[config.mk]
export PLATFORM = sky130hd
export DESIGN_NAME = sipo_rx_flat
export DESIGN_NICKNAME = d
export VERILOG_FILES = /design/src/rtl/sipo_rx_pkg.sv /design/src/rtl/sipo_rx_if.sv /design/src/rtl/sipo_rx.sv /design/src/flat_wrapper.sv
export SDC_FILE = /design/constraint.sdc
export NUM_CORES = 1
export LEC_CHECK = 0
export CAP_MARGIN = 20
export CELL_PAD_IN_SITES_DETAIL_PLACEMENT = 2
export CELL_PAD_IN_SITES_GLOBAL_PLACEMENT = 2
export CORE_UTILIZATION = 36
export CTS_CLUSTER_SIZE = 24
export DETAILED_ROUTE_END_ITERATION = 6
export MAX_ROUTING_LAYER = met4
export PLACE_DENSITY_LB_ADDON = 0.12
export SLEW_MARGIN = 25
export SYNTH_ARGS = -nofsm -noshare
export SYNTH_HDL_FRONTEND = slang
export SYNTH_SLANG_ARGS = --single-unit
[constraint.sdc]
create_clock -name clk -period 2.26 [get_ports clk]
set_input_delay 0.565 -clock clk [delete_from_list [all_inputs] [get_ports clk]]
set_output_delay 0.565 -clock clk [all_outputs]
set_load 0.05 [all_outputs]
[src/rtl/sipo_rx_pkg.sv]
`default_nettype none
// ============================================================================
// Module   : sipo_rx_pkg
// Brief    : Shared types and constants for the sipo_rx serial-to-parallel
//            receiver (FSM state enum, default word width).
//            Optional feature macro: SIPO_RX_PARITY_EN
// Revision : 1.0 - initial release
// ============================================================================
package sipo_rx_pkg;

    // Default data word length in bits
    localparam int c_DEFAULT_WIDTH = 16;

    // Receiver FSM states; PARITY only exists when the parity bit is expected
    typedef enum logic [1:0] {
        ST_IDLE   = 2'd0,
        ST_SHIFT  = 2'd1
`ifdef SIPO_RX_PARITY_EN
        ,
        ST_PARITY = 2'd2
`endif
    } state_t;

endpackage
`default_nettype wire

[src/rtl/sipo_rx_if.sv]
`default_nettype none
// ============================================================================
// Module   : sipo_rx_if
// Brief    : Serial input / parallel output bundle for sipo_rx. The slave
//            modport is the receiver, the master modport is the environment
//            that supplies bits and consumes words.
//            Optional feature macro: SIPO_RX_PARITY_EN (adds parity_err)
// Revision : 1.0 - initial release
// ============================================================================
interface sipo_rx_if
    import sipo_rx_pkg::*;
#(
    parameter int WIDTH = c_DEFAULT_WIDTH
) ();

    logic             din;
    logic             bit_en;
    logic             sof;
    logic [WIDTH-1:0] dout;
    logic             dout_valid;
    logic             dout_ready;
    logic             overrun;
    logic             clr;
`ifdef SIPO_RX_PARITY_EN
    logic             parity_err;
`endif

    modport slave (
        input  din,
        input  bit_en,
        input  sof,
        input  dout_ready,
        input  clr,
        output dout,
        output dout_valid,
`ifdef SIPO_RX_PARITY_EN
        output parity_err,
`endif
        output overrun
    );

    modport master (
        output din,
        output bit_en,
        output sof,
        output dout_ready,
        output clr,
        input  dout,
        input  dout_valid,
`ifdef SIPO_RX_PARITY_EN
        input  parity_err,
`endif
        input  overrun
    );

endinterface
`default_nettype wire

[src/rtl/sipo_rx.sv]
`default_nettype none
// ============================================================================
// Module   : sipo_rx
// Brief    : Serial-in parallel-out receiver. Frames start on sof, WIDTH
//            qualified bits are assembled (MSB or LSB first) and handed to a
//            single-entry valid/ready output register with a sticky overrun.
//            Optional feature macro: SIPO_RX_PARITY_EN (one even-parity bit
//            after the data, sticky parity_err).
// Revision : 1.0 - initial release
// ============================================================================
module sipo_rx
    import sipo_rx_pkg::*;
#(
    parameter int WIDTH     = c_DEFAULT_WIDTH,
    parameter bit MSB_FIRST = 1'b1
) (
    input  wire logic clk,
    input  wire logic rst_n,
    sipo_rx_if.slave  bus
);

    localparam int             CW         = $clog2(WIDTH + 1);
    localparam logic [CW-1:0]  c_LAST_IDX = CW'(WIDTH - 1);
`ifdef SIPO_RX_PARITY_EN
    localparam logic [CW-1:0]  c_FULL     = CW'(WIDTH);
`endif

    state_t           r_state;
    state_t           w_state_nxt;
    logic [CW-1:0]    r_count;
    logic [CW-1:0]    w_count_nxt;
    logic [WIDTH-1:0] r_sr;
    logic [WIDTH-1:0] w_sr_nxt;
    logic [WIDTH-1:0] w_sr_shift;
    logic [WIDTH-1:0] w_sr_first;
    logic [WIDTH-1:0] w_word;
    logic             w_complete;

    logic [WIDTH-1:0] r_dout;
    logic             r_dout_valid;
    logic             r_overrun;
`ifdef SIPO_RX_PARITY_EN
    logic             w_par_mismatch;
    logic             r_parity_err;
`endif

    // Bit order: the first bit of a frame must end up in dout[WIDTH-1]
    // (MSB first) or dout[0] (LSB first) after WIDTH shifts.
    generate
        if (MSB_FIRST) begin : g_msb_first
            assign w_sr_shift = {r_sr[WIDTH-2:0], bus.din};
            assign w_sr_first = {{(WIDTH-1){1'b0}}, bus.din};
        end else begin : g_lsb_first
            assign w_sr_shift = {bus.din, r_sr[WIDTH-1:1]};
            assign w_sr_first = {bus.din, {(WIDTH-1){1'b0}}};
        end
    endgenerate

    // Next-state, counter and shift-register update; sof always restarts
    always_comb begin
        w_state_nxt    = r_state;
        w_count_nxt    = r_count;
        w_sr_nxt       = r_sr;
        w_word         = r_sr;
        w_complete     = 1'b0;
`ifdef SIPO_RX_PARITY_EN
        w_par_mismatch = 1'b0;
`endif
        if (bus.bit_en) begin
            if (bus.sof) begin
                w_state_nxt = ST_SHIFT;
                w_count_nxt = CW'(1);
                w_sr_nxt    = w_sr_first;
            end else begin
                case (r_state)
                    ST_SHIFT: begin
                        w_sr_nxt = w_sr_shift;
                        if (r_count == c_LAST_IDX) begin
`ifdef SIPO_RX_PARITY_EN
                            w_state_nxt = ST_PARITY;
                            w_count_nxt = c_FULL;
`else
                            w_state_nxt = ST_IDLE;
                            w_count_nxt = '0;
                            w_complete  = 1'b1;
                            w_word      = w_sr_shift;
`endif
                        end else begin
                            w_count_nxt = r_count + CW'(1);
                        end
                    end
`ifdef SIPO_RX_PARITY_EN
                    ST_PARITY: begin
                        // Even parity: data bits plus parity bit XOR to zero
                        w_state_nxt    = ST_IDLE;
                        w_count_nxt    = '0;
                        w_complete     = 1'b1;
                        w_word         = r_sr;
                        w_par_mismatch = ^{r_sr, bus.din};
                    end
`endif
                    default: begin
                        // IDLE: bits without sof are ignored
                    end
                endcase
            end
        end
    end

    // Frame state register: FSM state, bit counter, shift register
    always_ff @(posedge clk or negedge rst_n) begin
        if (!rst_n) begin
            r_state <= ST_IDLE;
            r_count <= '0;
            r_sr    <= '0;
        end else begin
            r_state <= w_state_nxt;
            r_count <= w_count_nxt;
            r_sr    <= w_sr_nxt;
        end
    end

    // Output word register with valid/ready handoff and sticky error flags
    always_ff @(posedge clk or negedge rst_n) begin
        if (!rst_n) begin
            r_dout       <= '0;
            r_dout_valid <= 1'b0;
            r_overrun    <= 1'b0;
`ifdef SIPO_RX_PARITY_EN
            r_parity_err <= 1'b0;
`endif
        end else begin
            // clr loses against a new event on the same edge
            r_overrun    <= r_overrun & ~bus.clr;
`ifdef SIPO_RX_PARITY_EN
            r_parity_err <= r_parity_err & ~bus.clr;
`endif
            if (w_complete) begin
                if (!r_dout_valid || bus.dout_ready) begin
                    r_dout       <= w_word;
                    r_dout_valid <= 1'b1;
`ifdef SIPO_RX_PARITY_EN
                    if (w_par_mismatch) begin
                        r_parity_err <= 1'b1;
                    end
`endif
                end else begin
                    r_overrun <= 1'b1;
                end
            end else if (r_dout_valid && bus.dout_ready) begin
                r_dout_valid <= 1'b0;
            end
        end
    end

    assign bus.dout       = r_dout;
    assign bus.dout_valid = r_dout_valid;
    assign bus.overrun    = r_overrun;
`ifdef SIPO_RX_PARITY_EN
    assign bus.parity_err = r_parity_err;
`endif

endmodule
`default_nettype wire

[src/flat_wrapper.sv]
// flat-port wrapper written by rule: the top's interface ports become plain ports
module sipo_rx_flat import sipo_rx_pkg::*;
#(
    parameter int WIDTH     = c_DEFAULT_WIDTH,
    parameter bit MSB_FIRST = 1'b1
)
  (clk, rst_n, bus_din, bus_bit_en, bus_sof, bus_dout_ready, bus_clr, bus_dout, bus_dout_valid, bus_overrun);
  sipo_rx_if #(.WIDTH(WIDTH)) bus_i ();
  input  wire logic clk;
  input  wire logic rst_n;
  input wire logic [$bits(bus_i.din)-1:0] bus_din;
  input wire logic [$bits(bus_i.bit_en)-1:0] bus_bit_en;
  input wire logic [$bits(bus_i.sof)-1:0] bus_sof;
  input wire logic [$bits(bus_i.dout_ready)-1:0] bus_dout_ready;
  input wire logic [$bits(bus_i.clr)-1:0] bus_clr;
  output wire logic [$bits(bus_i.dout)-1:0] bus_dout;
  output wire logic [$bits(bus_i.dout_valid)-1:0] bus_dout_valid;
  output wire logic [$bits(bus_i.overrun)-1:0] bus_overrun;
  assign bus_i.din = bus_din;
  assign bus_i.bit_en = bus_bit_en;
  assign bus_i.sof = bus_sof;
  assign bus_i.dout_ready = bus_dout_ready;
  assign bus_i.clr = bus_clr;
  assign bus_dout = bus_i.dout;
  assign bus_dout_valid = bus_i.dout_valid;
  assign bus_overrun = bus_i.overrun;
  sipo_rx #(.WIDTH(WIDTH), .MSB_FIRST(MSB_FIRST)) u_core (.clk(clk), .rst_n(rst_n), .bus(bus_i));
endmodule
After elaboration in Yosys (flattened, before gate mapping)

Index checks and enable logic that the tools add are counted.

Add/subtract/negate cells: 1
Eq/ne operators: 3
Multiplexer cells: 21
Bitwise logic cells: 2
Reduce and logical (&&, ||, !) cells: 10

Operators with widths:

| operator                                            | count |
|---|---|
| two-way mux 16 bit                                  | 6 |
| two-way mux 5 bit                                   | 3 |
| two-way mux 1 bit                                   | 9 |
| two-way mux 2 bit                                   | 3 |
| AND reduction 2 bit                                 | 3 |
| nonzero test 2 bit                                  | 3 |
| adder 5 x 1 -> 5 bit, second input constant         | 1 |
| equality test 5 x 4 -> 1 bit, second input constant | 1 |
| AND reduction 3 bit                                 | 1 |
| equality test 2 x 1 -> 1 bit, second input constant | 1 |
| inequality test 2 bit, second input constant        | 1 |
| bitwise AND 1 bit                                   | 1 |
| logical AND 1 bit                                   | 1 |
| logical NOT 1 bit                                   | 1 |
| logical OR 1 bit                                    | 1 |
| NOT 1 bit                                           | 1 |

Register bits after elaboration: 41
Bits of input ports: 7
Logic and storage cells: 43

Depth between registers and ports, before layout

Gate-level depths: netlist of run 1.

Depth in word-level cells: 7
Mapped depth: 7
Mapped depth without buffers: 4

Worst setup path before layout of run 1

OpenSTA, ideal clock, no wires.

Kind: input to register
From: in bus_bit_en
To: reg u_core.r_dout[10], in the netlist u_core.bus.dout[10]
Setup time: 125 ps
Arrival time: 1739 ps
Data required time: 2135 ps
Setup slack: 396 ps
Cell stages on the path: 7
Path through: buf_2 > and3b_1 > buf_6 > and3_4 > buf_6 > buf_6 > mux2_4

Longest elaborated chain between the ends: 2
Elaborated cells between the ends (all ways): 3
Classes of those cells: 2 x mux; 1 x reduce/logical

Ends and longest elaborated chain:

| item                          | line               | text |
|---|---|---|
| start: declaration            | flat_wrapper.sv:12 | `input wire logic [$bits(bus_i.bit_en)-1:0] bus_bit_en;` |
| two-way mux 1 bit             | sipo_rx.sv:69      | `if (bus.bit_en) begin` |
| AND reduction 2 bit (no line) | --                 |  |
| end signal: assignment        | sipo_rx.sv:140     | `r_dout <= w_word;` |
| end: declaration              | sipo_rx.sv:39      | `logic [WIDTH-1:0] r_dout;` |

Several ways; a longest one is shown, not always the timed one.
A chain may end at the register's enable or synchronous reset.

Final worst setup path of run 1

From: reg u_core.r_dout[6], in the netlist u_core.bus.dout[6]
To: out bus_dout[6]

RTL lines:

| item             | line               | text |
|---|---|---|
| end: declaration | flat_wrapper.sv:16 | `output wire logic [$bits(bus_i.dout)-1:0] bus_dout;` |

No word-level cell between the ends.

==> flow_summary.ini, run 1 <==
[run]
cap_viol_max_count = 0

[clocking]
clk_latency_ns = 0.29
root_buffer = clkbuf_8
cts_num_sinks = 39
path_clk_slew_ns = 0.07
h-tree-depth = 2
holdBufCountCts = 0
cts_inserted_buffers = 5
post_cts_buffers = 0
cts-resized-gates = 0
cts_tree = yes
clockBufferDepth = 2

[timing]
finalMaxSlewViolations = 0
hold_violations = 0
fmax_ghz = 0.4877
period_minus_slack_ns = 2.051
setup_tns_ns = 0
slew_headroom_pct = 66.00
fin_skew_ns = 0.007182
worstMarginPinSlew_ns = 0.5085
post-route-period-util_pct = 90.74
setup_violations = 0
setup_ws_ns = 0.2094
rsz0062_at_grt = no

[grt]
grt_pass1_wl_mm = 5.547
grt_pass1_vias = 1088
grt_max_degree = 40
antenna_found_initial = 0
overflow = 0
grt_use_total_pct = 17.48

[routing]
via_per_inst = 5.246
drc_errors = 0
wire_per_inst_um = 17.69
dr_total_vias = 960
wirelength_mm = 3.238
first_pass_iters = 2
drt_iter0_drc = 20
antenna_left = 0

[worst_setup_path]
crit_chain = clkdlybuf4s50_1
critical_path_depth = 1
worst_ep_arrival_time_ns = 1.49
crit_family = buffers and inverters
slowest_stage = clkdlybuf4s50_1
ff2ff_path_depth = 4
cp-start-kind = flop
max_stage_delay_ns = 0.82
critPathBufInv = 1
reg2reg_to = u_core.bus.dout[3]
critical_path_class = flop to primary output
critical_path_peak_fanout = 2
cp.required_ns = 1.69
endpoint_kind = primary output
rrSetupSlack_ns = 0.49
r2r_start = u_core.r_count[0]

[placement]
pre_cts_ws_ns = 0.1104
place_area_sq_um = 1856
io_buffers = 24
post-dp-hpwl_mm = 2.203
place_congestion = 0.7484
dpl.cell_count = 176

[finish]
fin_nets = 141
area.growth.synth_to_final_pct = 24.04
drive_gt1_share_pct = 24.81
regArea_sq_um = 975.9
multiInputGateArea_sq_um = 536.8
nFillCells = 394
fin_cells = 183
stdcell_area_sq_um = 1943
diodes = 0

[synthesis]
synthTopCellsByArea = dfrtp_1, mux2_4, a22o_1
ys_async_sr_fraction_pct = 100.0
ys_seq_elements = 39
synth_edf_count = 0
ys_types = 25
synth_nets = 111
synth_top_area_cell = dfrtp_1
yosys-top-cells-count = dfrtp_1, a22o_1, mux2_4
syn_area_per_cell_sq_um = 15.21
synth_area_sq_um = 1567
synth.most_common_cell = dfrtp_1
synth.top_cell.area_share_pct = 62.30
yosysWarnings = 0
syn_inst = 103
ys.flop_type = dfrtp_1
ys_seq_area_share_pct = 62.30

[floorplanning]
die_x_um = 67.97
initial_core_util_pct = 38.33
std_cell_rows = 23
io_pins = 25
core_sq_um = 4086
die_h_um = 67.97
dieArea_sq_um = 4619

[pwr]
powerDensity_nw_per_um2 = 664.6
peakVddDrop_v = 0.0002513
power.leakage_nw = 0.9088

[min_path]
hold_class = primary input to asynchronous set/reset pin

[run_status]
outcome = complete, no violations
==> stage by stage <==
step	hold slack (ns)	power (mW)	utilization (%)
finish	0.3217	1.291	47.55
global route	0.3615	1.350	47.55
CTS	0.3364	1.311	47.55
detailed placement	0.4986	0.8254	45.41
global placement	0.4911	0.8200	45.41
floorplan	0.2694	0.7809	-
==> flip-flops by register name, summed over array words and instances, names as in the netlist <==
signal	cells
u_core.r_sr	15
u_core.r_count	5
u_core.bus.dout	16
u_core.r_state	1
u_core.bus.dout_valid	1
u_core.bus.overrun	1
==> worst max path at each step <==
| stage | start | to |
|---|---|---|
| 3_5_place_dp | bus_bit_en | u_core.bus.dout[0] |
| 4_1_cts | u_core.bus.dout[6] | bus_dout[6] |
| 3_3_place_gp | bus_sof | u_core.bus.dout[1] |
| 6_report | u_core.bus.dout[6] | bus_dout[6] |
| 5_1_grt | u_core.bus.dout[12] | bus_dout[12] |
| 2_1_floorplan | bus_bit_en | u_core.bus.dout[10] |
==> layer usage <==
| metal | GRT usage, % | wire length [um] |
|---|---|---|
| met3 | 4.500 | 120 |
| met1 | 22.34 | 1522 |
| met2 | 26.72 | 1562 |
| met4 | 6.250 | 34 |
| met5 | - | 0 |
==> logic make-up (layout without fill, tap and decap cells) <==
| group | after synthesis | in the layout | synth area share (%) |
|---|---|---|---|
| XOR/XNOR | 1 | 1 | 0.5592 |
| buffers and inverters | 8 | 38 | 3.434 |
| AO/OA/AOI/OAI | 25 | 25 | 13.50 |
| AND/OR/NAND/NOR | 12 | 12 | 4.792 |
| multiplexers | 17 | 17 | 14.62 |
| adder cells (fa/ha/maj) | 1 | 1 | 0.7986 |
| flip-flops | 39 | 39 | 62.30 |
==> area by class of cell <==
| type | instances | area share [%] |
|---|---|---|
| clock buffer | 6 | 4.250 |
| tap | 50 | 3.220 |
| clock inverter | 1 | 0.2576 |
| inverter | 2 | 0.3863 |
| timing repair buffer | 29 | 14.04 |
| sequential | 39 | 50.23 |
| multi-input combinational | 56 | 27.62 |
==> layout by cell type, fill, tap and decap left out, drive strengths merged, types with 2 or more instances in the layout <==
cell,count
o21ai,2
buf,6
dfrtp,39
a31o,2
clkbuf,6
a22o,16
nand2,4
mux2,17
a32o,3
inv,2
clkdlybuf4s50,23
==> where the power goes <==
group | total, mW | switching [mW] | internal [mW]
combinational | 0.0785 | 0.0422 | 0.0363
sequential | 0.731 | 0.0172 | 0.714
clock | 0.482 | 0.242 | 0.240
(Power assumes the default switching activity.)
==> inputs of run 2 (changes only) <==
Settings changed: CORE_MARGIN set to 10.
==> run 2 against run 1 <==
  * Sequential share of layout area is essentially flat
  * Non-clock buffer count grew 1
  * Clock skew shrank 0.0018 ns
  * Maximum frequency grew 0.58%
  * Final cell count grew 1.1%
  * Via count grew 1.3%
  * Global-route usage shrank 6.9 points
  * Largest power group unchanged
==> flow_summary.ini, run 2 (synthesis results as in run 1) <==
[pwr]
powerDensity_nw_per_um2 = 651.7
power.leakage_nw = 0.9088
peakVddDrop_v = 0.0002499

[worst_setup_path]
critPathBufInv = 1
crit_chain = clkdlybuf4s50_1
slowest_stage = clkdlybuf4s50_1
critical_path_class = flop to primary output
worst_ep_arrival_time_ns = 1.47
r2r_start = u_core.r_count[0]
crit_start = u_core.bus.dout[6]
critical_path_peak_fanout = 2
cp.required_ns = 1.69
max_stage_delay_ns = 0.81
endpoint_kind = primary output
crit_family = buffers and inverters
cp-start-kind = flop

[finish]
most-common-layout-cells = dfrtp_1, clkdlybuf4s50_1, a22o_1
diodes = 0
final_core_util_pct = 47.25
largest_reg_flops = 16
area.growth.synth_to_final_pct = 24.12
fin_nets = 142
fin_cells = 185
layout_commonest_cell = dfrtp_1
nFillCells = 411
drive_gt1_share_pct = 24.44

[clocking]
cts-resized-gates = 0
cts_num_sinks = 39
post_cts_buffers = 0
cts_tree = yes
path_clk_slew_ns = 0.07
clk_latency_ns = 0.29
holdBufCountCts = 0
clockBufferDepth = 2
root_buffer = clkbuf_8
h-tree-depth = 2
cts_inserted_buffers = 5

[routing]
drt_iter0_drc = 41
wirelength_mm = 3.544
wire_per_inst_um = 19.16
antenna_left = 0
dr_total_vias = 972
drc_errors = 0
via_per_inst = 5.254
first_pass_iters = 3

[grt]
grt_pass1_wl_mm = 6.051
overflow = 0
grt_use_total_pct = 10.57
grt_pass1_vias = 1098
grt_max_degree = 27
antenna_found_initial = 0

[timing]
setup_tns_ns = 0
slew_headroom_pct = 61.11
fmax_ghz = 0.4905
setup_violations = 0
finalMaxSlewViolations = 0
worstMarginPinSlew_ns = 0.5833
hold_violations = 0
period_minus_slack_ns = 2.039
post-route-period-util_pct = 90.21
fin_skew_ns = 0.005404
rsz0062_at_grt = no

[floorplanning]
core_sq_um = 4115
io_pins = 25
dieArea_sq_um = 7390
die_x_um = 85.97
std_cell_rows = 23
initial_core_util_pct = 38.07
die_h_um = 85.97

[placement]
dpl.cell_count = 177
io_buffers = 24
post-dp-hpwl_mm = 2.562
place_congestion = 0.7468

[run_status]
outcome = complete, no violations

[run]
cap_viol_max_count = 0

[min_path]
hold_class = primary input to asynchronous set/reset pin
==> run 2: cell count changes in the layout (fill, tap and decap cells not counted), sizes merged <==
cell and delta:
clkbuf +1, buf +1
==> run 2: worst paths after layout <==
| kind | depth (start not counted) | slack (ns) | end |
|---|---|---|---|
| min in group clk | 1 | 0.51 | u_core.bus.dout[3] |
| max reg2reg | 4 | 0.48 | u_core.bus.dout[4] |
| max | 1 | 0.22 | bus_dout[6] |
| max in group asynchronous | 2 | 1.45 | u_core.r_sr[1] |
| min | 1 | 0.27 | u_core.bus.dout[8] |
| min reg2reg | 1 | 0.51 | u_core.bus.dout[3] |
==> run 2: metal layers <==
layer  track usage (%)  share of wire (%)  up-vias
li1                  -                  -      440
met1             12.00                 43      503
met2             16.29                 49       22
met3             3.406                5.7        7
met4             5.389                2.1        0
met5                 -                  0        -
==> run 2: layout make-up <==
type	count	area (sq um)	area share, %
multi-input combinational	56	536.8	27.61
sequential	39	975.9	50.19
timing repair buffer	30	280.3	14.41
tap	50	62.56	3.218
clock buffer	7	76.32	3.925
clock inverter	1	5.005	0.2574
inverter	2	7.507	0.3861
==> run 2: per-stage QoR <==
| step | power [mW] | instance area, sq um | worst slack, ns | hold WS (ns) |
|---|---|---|---|---|
| 2_1_floorplan | 0.7809 | 1567 | 0.3961 | 0.2694 |
| 3_3_place_gp | 0.8204 | 1863 | 0.1561 | 0.4820 |
| 3_5_place_dp | 0.8268 | 1863 | 0.1129 | 0.5010 |
| 4_1_cts | 1.282 | 1944 | 0.2004 | 0.2853 |
| 5_1_grt | 1.328 | 1944 | 0.1667 | 0.3098 |
| 6_report | 1.267 | 1944 | 0.2212 | 0.2669 |
==> run 2: power breakdown <==
part | switching (mW) | leakage (nW) | internal (mW) | total, mW
clock | 0.239 | 0.0422 | 0.217 | 0.455
combinational | 0.0425 | 0.335 | 0.0376 | 0.0801
sequential | 0.0181 | 0.532 | 0.714 | 0.732
==> variant 1: new RTL, settings of run 1 <==
`MSB_FIRST` is set to 1'b1 in 2 places; all go to 1'b0.
--- a/src/rtl/sipo_rx.sv
+++ b/src/rtl/sipo_rx.sv
@@ -13,5 +13,5 @@
 #(
     parameter int WIDTH     = c_DEFAULT_WIDTH,
-    parameter bit MSB_FIRST = 1'b1
+    parameter bit MSB_FIRST = 1'b0
 ) (
     input  wire logic clk,
--- a/src/flat_wrapper.sv
+++ b/src/flat_wrapper.sv
@@ -3,5 +3,5 @@
 #(
     parameter int WIDTH     = c_DEFAULT_WIDTH,
-    parameter bit MSB_FIRST = 1'b1
+    parameter bit MSB_FIRST = 1'b0
 )
   (clk, rst_n, bus_din, bus_bit_en, bus_sof, bus_dout_ready, bus_clr, bus_dout, bus_dout_valid, bus_overrun);
Function: no difference found for any inputs over 10 cycles, from zero or initial values and one cycle with rst_n low; that may be too few to reach the edited logic, so the function may still have changed.
==> variant 1 against run 1 <==
Power up 8.1%; core utilization up 0.86 points; clock power up 20%; largest power group unchanged; area after synthesis down 1.0%; cell area up 1.1%; wire length down 1.6%; sequential cell count unchanged; worst setup slack better by 0.013 ns.
==> variant 1: results (changes against run 1) <==
fill count 389 (-1.3%); Post-Route WL 3190 um (-1.6%); Lkg Pwr 0.000925 uW (+1.7%); via count 956 (-0.42%); vias in the first global route 1050 (-3.5%); R2R Setup Slk 0.36 ns (-0.13 ns); H-tree depth 2 (unchanged); worst r2r dst u_core.bus.dout[4]; Power Internal 1080 uW (+9.4%); GP Congestion 0.714 (-4.6%); multiplexer share of the synthesized area 0.148 (+0.00153); critical path arrival 1.47 ns (-0.02 ns); sequential share of power 0.525 (-0.041); GR Layer Usage met2 0.275 (+0.00760); status finished, final reports clean; Synth Area in XOR/XNOR 0.00565 (+0.0000587); Cell variety after synth 23 (-8.0%); synth top area cells dfrtp_1, mux2_4, a22o_1; met3 Use GR 0.0456 (+0.000608); Initial DRT Pass Iterations 4 (+2); share of cells above drive strength 1 0.244 (-0.00368); Total GRT Usage 0.167 (-0.00742); post-synthesis adder-cell area fraction 0.00807 (+0.0000838); max reg flops 16 (unchanged); placed cell area 1850 sq um (-0.20%); WL met3 111 um (-7.5%); layout net count 142 (+0.71%); Syn Nets 110 (-0.90%); met2 routed wirelength 1620 um (+3.5%); Hold WS 0.313 ns (-0.00900 ns); GR Layer Usage met1 0.200 (-0.0238); Max IR drop VDD 342 uV (+36%); Synth top cells by count dfrtp_1, a22o_1, mux2_4, mux2_2; actual slew at the worst max-slew pin 0.501 ns (-0.00784 ns); Seq/Total Area, Yosys 0.630 (+0.00654); Clock Skew 0.0121 ns (+0.00488 ns); asr flop ratio synth 1.00 (unchanged); initial detailed-routing violation count 72 (+260%); Compound-Gate Fraction of Synth Area 0.132 (-0.00343); Setup crit end bus_dout[8]; comb pwr 84.7 uW (+7.9%); first-pass GRT wire length 5370 um (-3.2%); crit path from u_core.bus.dout[8]
==> variant 1: cell types whose count changed in the layout (fill, tap and decap cells not counted), sizes merged, moves of 2 or more <==
cell / before / now
a21oi: 0 / 2
a31o: 2 / 0
a32o: 3 / 0
o21a: 0 / 2
==> variant 1: metrics by stage <==
stage / worst slack, ns / util / total power [uW] / cells
2_1_floorplan: 0.511 / - / 786 / 102
6_report: 0.222 / 0.484 / 1400 / 185
5_1_grt: 0.161 / 0.484 / 1460 / 185
3_5_place_dp: 0.0944 / 0.456 / 835 / 177
4_1_cts: 0.211 / 0.484 / 1420 / 185
3_3_place_gp: 0.161 / 0.456 / 829 / 177
==> variant 1: final cells by class <==
class	count	area, sq um	share of cell area
clock inverter	3	43.8	0.0223
tap	50	62.6	0.0318
sequential	39	976	0.497
multi-input combinational	55	522	0.266
inverter	3	11.3	0.00573
clock buffer	5	68.8	0.0350
timing repair buffer	30	280	0.143
==> variant 2: new RTL, flow settings as in run 1 <==
Made on the original files. Make the reset (`rst_n`) synchronous in 2 clocked blocks.
--- a/src/rtl/sipo_rx.sv
+++ b/src/rtl/sipo_rx.sv
@@ -109,5 +109,5 @@
 
     // Frame state register: FSM state, bit counter, shift register
-    always_ff @(posedge clk or negedge rst_n) begin
+    always_ff @(posedge clk) begin
         if (!rst_n) begin
             r_state <= ST_IDLE;
@@ -122,5 +122,5 @@
 
     // Output word register with valid/ready handoff and sticky error flags
-    always_ff @(posedge clk or negedge rst_n) begin
+    always_ff @(posedge clk) begin
         if (!rst_n) begin
             r_dout       <= '0;
Behaviour: no difference found for any inputs over 10 cycles, from zero or initial values and one cycle with rst_n low; that may be too few to reach the edited logic, so the function may still have changed.
==> variant 2 against run 1 <==
Wire length is 24% higher; first-iteration DRC count grew to 2.6 times the old value; clock skew is 0.0025 ns lower; combinational power is 18% lower; sequential cell count stayed put; worst setup slack better by 0.035 ns; area after synthesis is 4.0% higher; maximum frequency is 1.7% higher; worst hold slack better by 0.11 ns; power is 1.8% higher; sequential share of layout area is 11 points lower; cell area is 3.7% higher; highest routed layer unchanged.
==> variant 2: results (changes against run 1) <==
status finished, final reports clean; Setup crit end bus_dout_valid; share of cells above drive strength 1 0.0876 (-0.160); Power Internal 1040 uW (+5.2%); comb pwr 64.4 uW (-18%); Seq/Total Area, Yosys 0.479 (-0.144); largest net degree at the start of global routing 39 (-2.5%); Cell variety after synth 33 (+32%); initial detailed-routing violation count 51 (+160%); vias in the first global route 1409 (+30%); Psw 273 uW (-9.5%); Max IR drop VDD 243 uV (-3.1%); worst r2r dst u_core.bus.dout[7]; Lkg Pwr 0.000694 uW (-24%); Total GRT Usage 0.187 (+0.0123); placed cell area 1910 sq um (+3.1%); Clock Power Share 0.421 (+0.048); critical path arrival 1.45 ns (-0.04 ns); crit path from u_core.bus.dout_valid; fin util 0.463 (-0.0126); dpl hpwl 2720 um (+24%); synth top area cells dfxtp_1, mux2i_1, nand2_1; asr flop ratio synth 0 (-1.00); Post-Route WL 4000 um (+24%); Initial DRT Pass Iterations 4 (+2); Vias/cell 5.26 (+0.35%); fill count 472 (+20%); R2R Setup Slk 0.60 ns (+0.11 ns); first-pass GRT wire length 6840 um (+23%); Synth top cells by count dfxtp_1, nand2_1, nor2b_1, mux2i_1, a22oi_1
variant 2: cell count changes in the layout (fill, tap and decap cells not counted), moves of 14 or more:
| cell | change |
|---|---|
| mux2i_1 | +16 |
| dfrtp_1 | -39 |
| a22o_1 | -16 |
| nor2b_1 | +17 |
| nand2_1 | +34 |
| a22oi_1 | +14 |
| dfxtp_1 | +39 |
variant 2: area by class of cell:
type | instances | area share
clock buffers | 6 | 0.0360
repair buffers | 31 | 0.145
inverters | 1 | 0.00186
multi-input cells | 116 | 0.382
clock inverters | 1 | 0.0149
flip-flops and latches | 39 | 0.387
well taps | 52 | 0.0323
variant 2: through the flow:
| stage | cells | setup WS, ns |
|---|---|---|
| after floorplan | 169 | 0.585 |
| after global placement | 239 | 0.164 |
| after detailed placement | 239 | 0.0804 |
| after CTS | 246 | 0.224 |
| after global routing | 246 | 0.203 |
| final | 246 | 0.244 |
variant 2: layer usage:
| layer | vias to the layer above | share of wire | track usage |
|---|---|---|---|
| li1 | 624 | - | - |
| met1 | 646 | 0.41 | 0.202 |
| met2 | 19 | 0.54 | 0.337 |
| met3 | 6 | 0.028 | 0.0436 |
| met4 | 0 | 0.014 | 0.0612 |
| met5 | - | 0 | - |
variant 2: cells by family after synthesis:
group | after synthesis | share of synthesized area
buffers and inverters | 14 | 0.0476
AOI/OAI and AO/OA | 30 | 0.134
muxes | 16 | 0.0983
adders and majority gates | 1 | 0.00768
DFF | 39 | 0.479
and+or+nand+nor | 69 | 0.233
